## config.mk

```make
export PLATFORM = sky130hd
export DESIGN_NAME = storage_loader
export DESIGN_NICKNAME = d
export VERILOG_FILES = /design/src/rtl/storage_loader_pkg.sv /design/src/rtl/row_packer.sv /design/src/rtl/storage_loader.sv
export SDC_FILE = /design/constraint.sdc
export NUM_CORES = 1
export LEC_CHECK = 0
export ABC_AREA = 0
export ABC_CLOCK_PERIOD_IN_PS = 3700
export CORE_MARGIN = 5
export CORE_UTILIZATION = 35
export CTS_CLUSTER_SIZE = 28
export DETAILED_ROUTE_END_ITERATION = 8
export SLEW_MARGIN = 20
export SYNTH_ARGS = -nofsm -noshare
export SYNTH_HDL_FRONTEND = slang
export SYNTH_SLANG_ARGS = --single-unit
```

## constraint.sdc

```tcl
create_clock -name clk_clk -period 3.7 [get_ports clk_clk]
set_input_delay 0.555 -clock clk_clk [delete_from_list [all_inputs] [get_ports clk_clk]]
set_output_delay 0.555 -clock clk_clk [all_outputs]
set_load 0.02 [all_outputs]
```

## src/rtl/storage_loader_pkg.sv

```systemverilog
// Shared channel indices and FSM state encoding for the storage loader.
package storage_loader_pkg;

    localparam int CH_CODE   = 0;
    localparam int CH_WEIGHT = 1;
    localparam int CH_INPUT  = 2;

    typedef enum logic [1:0] {
        IDLE  = 2'd0,
        PACK  = 2'd1,
        WRITE = 2'd2,
        DONE  = 2'd3
    } state_t;

endpackage

```

## src/rtl/row_packer.sv

```systemverilog
// Packs ELEMS elements into one storage row, first element in the MSBs.
// row_next is the row as it will look once the current element is taken,
// so the caller can capture a complete row in the same cycle as the last
// element arrives.
module row_packer #(
    parameter int ELEM_W = 16,
    parameter int ELEMS  = 3
) (
    input  logic                    clk,
    input  logic                    rst_n,
    input  logic                    clear,
    input  logic                    accept,
    input  logic [ELEM_W-1:0]       in_data,
    output logic [ELEMS*ELEM_W-1:0] row_next,
    output logic                    last
);
    localparam int CW = $clog2(ELEMS + 1);

    // Only the ELEMS-1 elements already seen need storage; the final one is
    // taken straight from in_data.
    logic [(ELEMS-1)*ELEM_W-1:0] shreg;
    logic [CW-1:0]               cnt;

    assign row_next = {shreg, in_data};
    assign last     = accept && (cnt == CW'(ELEMS - 1));

    // Shift accepted elements in from the LSB end; counter wraps per row.
    always_ff @(posedge clk or negedge rst_n) begin
        if (!rst_n) begin
            shreg <= '0;
            cnt   <= '0;
        end else if (clear) begin
            shreg <= '0;
            cnt   <= '0;
        end else if (accept) begin
            shreg <= row_next[(ELEMS-1)*ELEM_W-1:0];
            cnt   <= last ? '0 : cnt + 1'b1;
        end
    end

endmodule

```

## src/rtl/storage_loader.sv

```systemverilog
// Streams matrix elements into one of several row storages: packs ELEMS
// elements per row, emits one write per row, flags completion per storage.
module storage_loader
    import storage_loader_pkg::*;
#(
    parameter int ELEM_W   = 16,
    parameter int ELEMS    = 3,
    parameter int CHANNELS = 3,
    parameter int IDX_W    = 32
) (
    input  logic                    clk_clk,
    input  logic                    reset_reset_n,
    input  logic                    cmd_valid,
    output logic                    cmd_ready,
    input  logic [7:0]              cmd_channel,
    input  logic [IDX_W-1:0]        cmd_layer,
    input  logic [IDX_W-1:0]        cmd_rows,
    input  logic                    in_valid,
    output logic                    in_ready,
    input  logic [ELEM_W-1:0]       in_data,
    input  logic                    abort,
    output logic [CHANNELS-1:0]     wr_en,
    output logic [ELEMS*ELEM_W-1:0] wr_data,
    output logic [IDX_W-1:0]        wr_layer,
    output logic [IDX_W-1:0]        wr_row,
    output logic                    busy,
    output logic                    done,
    output logic                    err,
    output logic [CHANNELS-1:0]     loaded,
    output logic                    ctrl_enable_ok
);
    localparam logic [7:0] CH_LIM = 8'(CHANNELS);

    state_t                   state_q, state_d;
    logic [7:0]               ch_q;
    logic [IDX_W-1:0]         layer_q, rows_q, row_cnt;
    logic                     err_q;
    logic                     cmd_fire, cmd_bad, accept, pk_last, last_row;
    logic [ELEMS*ELEM_W-1:0]  row_next;

    assign cmd_fire = (state_q == IDLE) && cmd_valid;
    assign cmd_bad  = (cmd_channel >= CH_LIM) || (cmd_rows == '0);
    assign accept   = in_ready && in_valid;
    // rows_q is non-zero whenever this matters, so the subtract cannot wrap.
    assign last_row = (row_cnt == rows_q - 1'b1);

    assign ctrl_enable_ok = loaded[CH_CODE] & loaded[CH_WEIGHT];

    row_packer #(.ELEM_W(ELEM_W), .ELEMS(ELEMS)) u_packer (
        .clk      (clk_clk),
        .rst_n    (reset_reset_n),
        .clear    (cmd_fire),
        .accept   (accept),
        .in_data  (in_data),
        .row_next (row_next),
        .last     (pk_last)
    );

    // State register.
    always_ff @(posedge clk_clk or negedge reset_reset_n) begin
        if (!reset_reset_n) state_q <= IDLE;
        else                state_q <= state_d;
    end

    // Next-state and handshake/strobe decode.
    always_comb begin
        state_d   = state_q;
        cmd_ready = 1'b0;
        in_ready  = 1'b0;
        wr_en     = '0;
        busy      = 1'b1;
        done      = 1'b0;
        err       = 1'b0;
        case (state_q)
            IDLE: begin
                cmd_ready = 1'b1;
                busy      = 1'b0;
                if (cmd_valid) state_d = cmd_bad ? DONE : PACK;
            end
            PACK: begin
                in_ready = 1'b1;
                if (abort)        state_d = DONE;
                else if (pk_last) state_d = WRITE;
            end
            WRITE: begin
                if (abort) begin
                    state_d = DONE;
                end else begin
                    for (int i = 0; i < CHANNELS; i++) wr_en[i] = (ch_q == 8'(i));
                    state_d = last_row ? DONE : PACK;
                end
            end
            DONE: begin
                done    = 1'b1;
                err     = err_q;
                state_d = IDLE;
            end
            default: state_d = IDLE;
        endcase
    end

    // Command latch, row counter, write-port registers and sticky flags.
    always_ff @(posedge clk_clk or negedge reset_reset_n) begin
        if (!reset_reset_n) begin
            ch_q     <= '0;
            layer_q  <= '0;
            rows_q   <= '0;
            row_cnt  <= '0;
            err_q    <= 1'b0;
            wr_data  <= '0;
            wr_layer <= '0;
            wr_row   <= '0;
            loaded   <= '0;
        end else begin
            if (cmd_fire) begin
                ch_q    <= cmd_channel;
                layer_q <= cmd_layer;
                rows_q  <= cmd_rows;
                row_cnt <= '0;
                err_q   <= cmd_bad;
            end
            // Capture the full row on the way into WRITE so the write port
            // only ever changes at that boundary.
            if (state_q == PACK && pk_last && !abort) begin
                wr_data  <= row_next;
                wr_layer <= layer_q;
                wr_row   <= row_cnt;
            end
            if (state_q == WRITE && !abort) row_cnt <= row_cnt + 1'b1;
            if ((state_q == PACK || state_q == WRITE) && abort) err_q <= 1'b1;
            if (state_q == DONE && !err_q) begin
                for (int i = 0; i < CHANNELS; i++)
                    if (ch_q == 8'(i)) loaded[i] <= 1'b1;
            end
        end
    end

endmodule
```

Word-level counts from Yosys, hierarchy flattened:

Index checks and enable logic that the tools add are counted.

* memories kept: 0
* output and inout port bits: 124
* flip-flop bits (word level): 256
* bits in writable memories: 0
* latch bits: 0
* input bits: 93
* ROM bits: 0

* mux-type cells: 23
* $lt $le $gt $ge: 1
* add/subtract/negate cells: 3
* reductions and logical operators: 22
* divide/modulo/power cells: 0
* shift operators: 0
* bitwise gates (word level): 1
* eq/ne operators: 9
* $mul: 0

Operator list (count)
* $mux 32: 4
* $add 32x1->32 const B: 1
* $eq 32x32->1: 1
* $logic_not 32->1: 1
* $sub 32x1->32 const B: 1
* $mux 2: 9
* $eq 8x1->1 const B: 1
* $eq 8x2->1 const B: 1
* $ge 8x2->1 const B: 1
* $logic_and 1x1->1: 8
* $logic_not 8->1: 1
* $pmux 2 s4: 1
* $reduce_and 2->1: 4
* $mux 1: 7
* $eq 2x2->1 const B: 3
* $mux 3: 2
* $reduce_bool 2->1: 3
* $ne 3x3->1 const B: 1
* $add 2x1->2 const B: 1
* $eq 2x1->1 const B: 1
* $logic_not 1->1: 2
* $logic_not 2->1: 1
* $logic_or 1x1->1: 2
* $ne 2x2->1 const B: 1
* $and 1x1->1: 1

Depth between registers and ports, before layout:

* word-level depth: 7
* depth in mapped cells: 11
* depth with buffers taken out: 9

Hierarchy:

A second synthesis with hierarchy kept.

* cells, all modules: 900
* area, all modules: 11359.6 µm²

By module, submodules not included
* storage_loader: instances 1, sequential area each 5555.3 µm², area an instance 9854.5 µm², cells each 771
* row_packer: instances 1, sequential area each 850.8 µm², area an instance 1505.2 µm², cells each 129

Worst setup path before layout:

OpenSTA, ideal clock, no wires.

* path kind: register -> register
* start point: reg state_q[1]
* end point: reg wr_data[10]
* setup slack: 970 ps
* data arrival time: 2605 ps
* data required time: 3575 ps
* stages on the path, launching flop included: 8
* clock period less this slack: 2730 ps
* path buffers: 2
* path through: dfrtp_1 > inv_1 > ha_1 > nand2_1 > nor4b_1 > clkbuf_1 > clkbuf_1 > mux2_2

* word-level cells in the longest chain between the ends: 6

RTL lines
* start, declared: RTL line storage_loader.sv:34 `state_t state_q, state_d;`
* start signal, assigned: RTL line storage_loader.sv:62 `else state_q <= state_d;`
* $eq 2x1->1: RTL line storage_loader.sv:74 `case (state_q)`
* $mux 1: RTL line storage_loader.sv:74
* net in_ready: RTL line storage_loader.sv:19 `output logic in_ready,`
* $logic_and 1x1->1: RTL line storage_loader.sv:43 `assign accept = in_ready && in_valid;`
* $logic_and 1x1->1: RTL line row_packer.sv:25 `assign last = accept && (cnt == CW'(ELEMS - 1));`
* $logic_and 1x1->1 (2 in series): RTL line storage_loader.sv:124 `if (state_q == PACK && pk_last && !abort) begin`
* end signal, assigned: RTL line storage_loader.sv:125 `wr_data <= row_next;`
* end, declared: RTL line storage_loader.sv:23 `output logic [ELEMS*ELEM_W-1:0] wr_data,`

The timed path passes the listed nets, and every way through them passes these cells.
A chain may end at the register's enable or synchronous reset.

Worst setup path in the final report:

* start point: reg ch_q[5]
* end point: out wr_en[0]

* word-level cells in the longest chain between the ends: 3

RTL lines
* start, declared: RTL line storage_loader.sv:35 `logic [7:0] ch_q;`
* start signal, assigned: RTL line storage_loader.sv:116 `ch_q <= cmd_channel;`
* $logic_not 8->1: RTL line storage_loader.sv:89 `for (int i = 0; i < CHANNELS; i++) wr_en[i] = (ch_q == 8'(i));`
* $mux 3: RTL line storage_loader.sv:86 `if (abort) begin`
* $mux 3: RTL line storage_loader.sv:74
* end, declared: RTL line storage_loader.sv:22 `output logic [CHANNELS-1:0] wr_en,`

No other way between the ends.

==> out/summary.txt <==
total power draw - 10.7 mW
Max Clock Skew - 0.00913 ns
first-pass GRT wire length - 49600 um
Final Slew Violations - 0
max_cap viols - 0
critical path class - reg -> out
register-to-register setup slack - 0.96 ns
Mapped Nets - 1168
Final Setup Violations - 0
Final Core Density - 47.2%
ys flop type - dfrtp_1
initial antenna violation count - 0
clk root buf - clkbuf_16
die area - 35900 um2
post-CTS setup buffer count - 0
via count - 8542
WL/cell - 18.1 um
pwr dens - 714 nW/um2
nets@finish - 1377
Relative slew margins - 45.0%
maximum vdd ir drop - 417 uV
Async SR Flop Fraction - 100%
status - completed
CP Launch Type - flop
Synth Warn # - 0
Avg Inst Size Synth - 10.5 um2
largest area contributor in the netlist - dfrtp_1
WP data required - 3.14 ns
Seq/Total Area, Yosys - 56.9%
core area - 31600 um2
RR Startpoint - rows_q[3]$_DFFE_PN0P_
Netlist cell types - 60
Die Wd - 189 um
pin count of the biggest net entering global routing - 125
share of layout cells above drive strength 1 - 14.8%
Clock transition at path regs - 0.06 ns
Seq cells post-synth - 256
H-tree depth - 1
Num CTS Buffers - 29
Fin. Hold Viols - 0
Lkg Pwr - 6.85 nW
critical-path maximum fanout - 4
detail-routed via count per cell - 5.02
number of synthesized flops with an enable pin - 0
clk buf depth - 3
Starting Density - 35.6%
post-DP HPWL - 21300 um
final worst path period share - 92.1%
GRT overflow - 0
row count - 65
Crit. Startpoint - ch_q[5]$_DFFE_PN0P_
IO Port Bufs - 216
post-synthesis cell count - 1069
DRC - 0
Total GRT Usage - 17.0%
post-layout minimum cycle time - 3.41 ns
Final ANT Viol Nets - 0
gpl congestion - 0.834
vias in the first global route - 8921
post-synth top area share - 56.9%
routed wire length - 30900 um
fmax - 293 MHz
Sink Count - 256
CTS tree - built
drt pass-1 iters - 5
I/O pin cnt - 217
HP Class - reg -> reg
synth-to-layout area growth - 32.5%
RSZ-0062 raised after global routing - false
mapped cell area - 11300 um2
CP arrival - 2.85 ns
Skew-Pair Late Insertion Delay - 0.56 ns
Die H - 189 um
main area contributors after synthesis - dfrtp_1 57%, mux2_2 11%, nand2_1 10%, xnor2_1 1.8%, a21oi_1 1.7%
critical path capture point type - output pin
DRC violation total after the first TritonRoute iteration - 558
# diodes - 0
worst hold start - layer_q[28]$_DFFE_PN0P_
Worst-Margin Slew - 0.826 ns
Final TNS setup - 0 ns
-- sequential cells by signal, indices dropped and copies added (netlist names), 3 cells and up --
signal          count
wr_layer           32
ch_q                8
loaded              3
u_packer.shreg     32
row_cnt            32
wr_data            48
rows_q             32
layer_q            32
wr_row             32
-- synth_stat cells (3+ instances only) --
master    number
nand2_1      307
a31oi_1        6
and4_1         3
mux2_2       113
nand4b_1       3
nand3_1       23
nor3_1        13
or4_1          3
dfrtp_1      256
buf_2          3
nor3b_1        4
mux2i_1       13
nor4_1        20
and3_1         7
clkbuf_1      50
inv_1         18
ha_1           6
o31ai_1        9
o21ai_0       28
or2_2          3
nor2_1        21
o211ai_1       8
nand2b_1       3
nand4_1       15
a21oi_1       39
or3_1         11
and2_1         5
o22ai_1        3
xor2_1        17
xnor2_1       23
-- per-stage QoR --
stage / instance area (um2) / hold WS [ns] / std cells / setup slack [ns]
3_3_place_gp: 13900 / 0.453 / 1648 / 0.652
2_1_floorplan: 11300 / 0.259 / 1069 / 0.970
4_1_cts: 14900 / 0.474 / 1703 / 0.225
5_1_grt: 14900 / 0.493 / 1703 / 0.0571
3_5_place_dp: 13900 / 0.458 / 1648 / 0.604
6_report: 14900 / 0.470 / 1703 / 0.291
-- final timing paths --
kind / endpoint / cells after the start
setup / recovery: wr_en[0] / 5
hold / removal: layer_q[28]$_DFFE_PN0P_ / 2
setup reg to reg: state_q[1]$_DFFE_PN0P_ / 7
hold reg to reg: layer_q[28]$_DFFE_PN0P_ / 2
max in group asynchronous: wr_layer[0]$_DFFE_PN0P_ / 3
min in group asynchronous: wr_data[46]$_DFFE_PN0P_ / 2
-- layout make-up --
cell class              count  area (um2)
fillers                  2959       16700
flip-flops and latches    256        6410
multi-input cells         741        4590
repair buffers            232        2350
clock buffers              40         847
well taps                 402         503
clock inverters            14         166
inverters                  18        67.6
-- where the power goes --
part	leakage [nW]	total [mW]	switching, mW	internal [mW]
Combinational	2.92	3.35	1.83	1.53
Sequential	3.43	4.30	0.671	3.63
Clock	0.507	3.01	1.19	1.81
-- per-layer routing --
layer	up-vias	track usage, %	share of wire, %
li1	4096	-	-
met1	4188	23.1	45
met2	206	27.2	46
met3	52	4.39	6.6
met4	0	4.42	2.5
met5	-	0	0
-- cell families (layout without fill, tap and decap cells) --
group	Yosys count	count (layout)	synth area share, %
compound gates	117	117	6.53
xor+xnor	40	40	3.11
fa+ha+maj	6	6	0.666
buf+inv	72	304	2.50
flops	256	256	56.9
mux	126	126	12.4
simple gates	452	452	17.9
-- placed cells by master, fill, tap and decap left out, types with 3 or more instances in the layout --
master and instances:
clkbuf_8 8, o211ai_1 8, o21ai_0 28, o31ai_1 9, clkdlybuf4s50_1 215, mux2_2 113
a31oi_1 6, ha_1 6, nand4_1 15, nand2b_1 3, buf_12 5, or4_1 3
inv_1 18, nor3_1 13, buf_4 10, and2_1 4, nor3b_1 4, and4_1 3
or3_1 11, clkinv_2 8, xor2_1 17, or2_2 3, nand3_1 23, and3_1 7
nand2_1 306, xnor2_1 23, o22ai_1 3, mux2i_1 13, bufinv_16 3, clkbuf_16 29
a21oi_1 39, dfrtp_1 256, nor2_1 21, clkbuf_1 3, nor4_1 20, nand4b_1 3
-- worst max-delay path: stages, from the launching register on --
cell,delay (ns)
dfrtp_1,0.38
or4_1,0.58
nor4_1,0.46
nand2_1,0.12
nor2_1,0.13
clkdlybuf4s50_1,0.64
-- timing repair --
action                    CTS  global route
resized for setup           0             0
hold endpoints to repair   53             0
hold buffers                1             0
No activity file was read; power rests on OpenSTA's default activity.
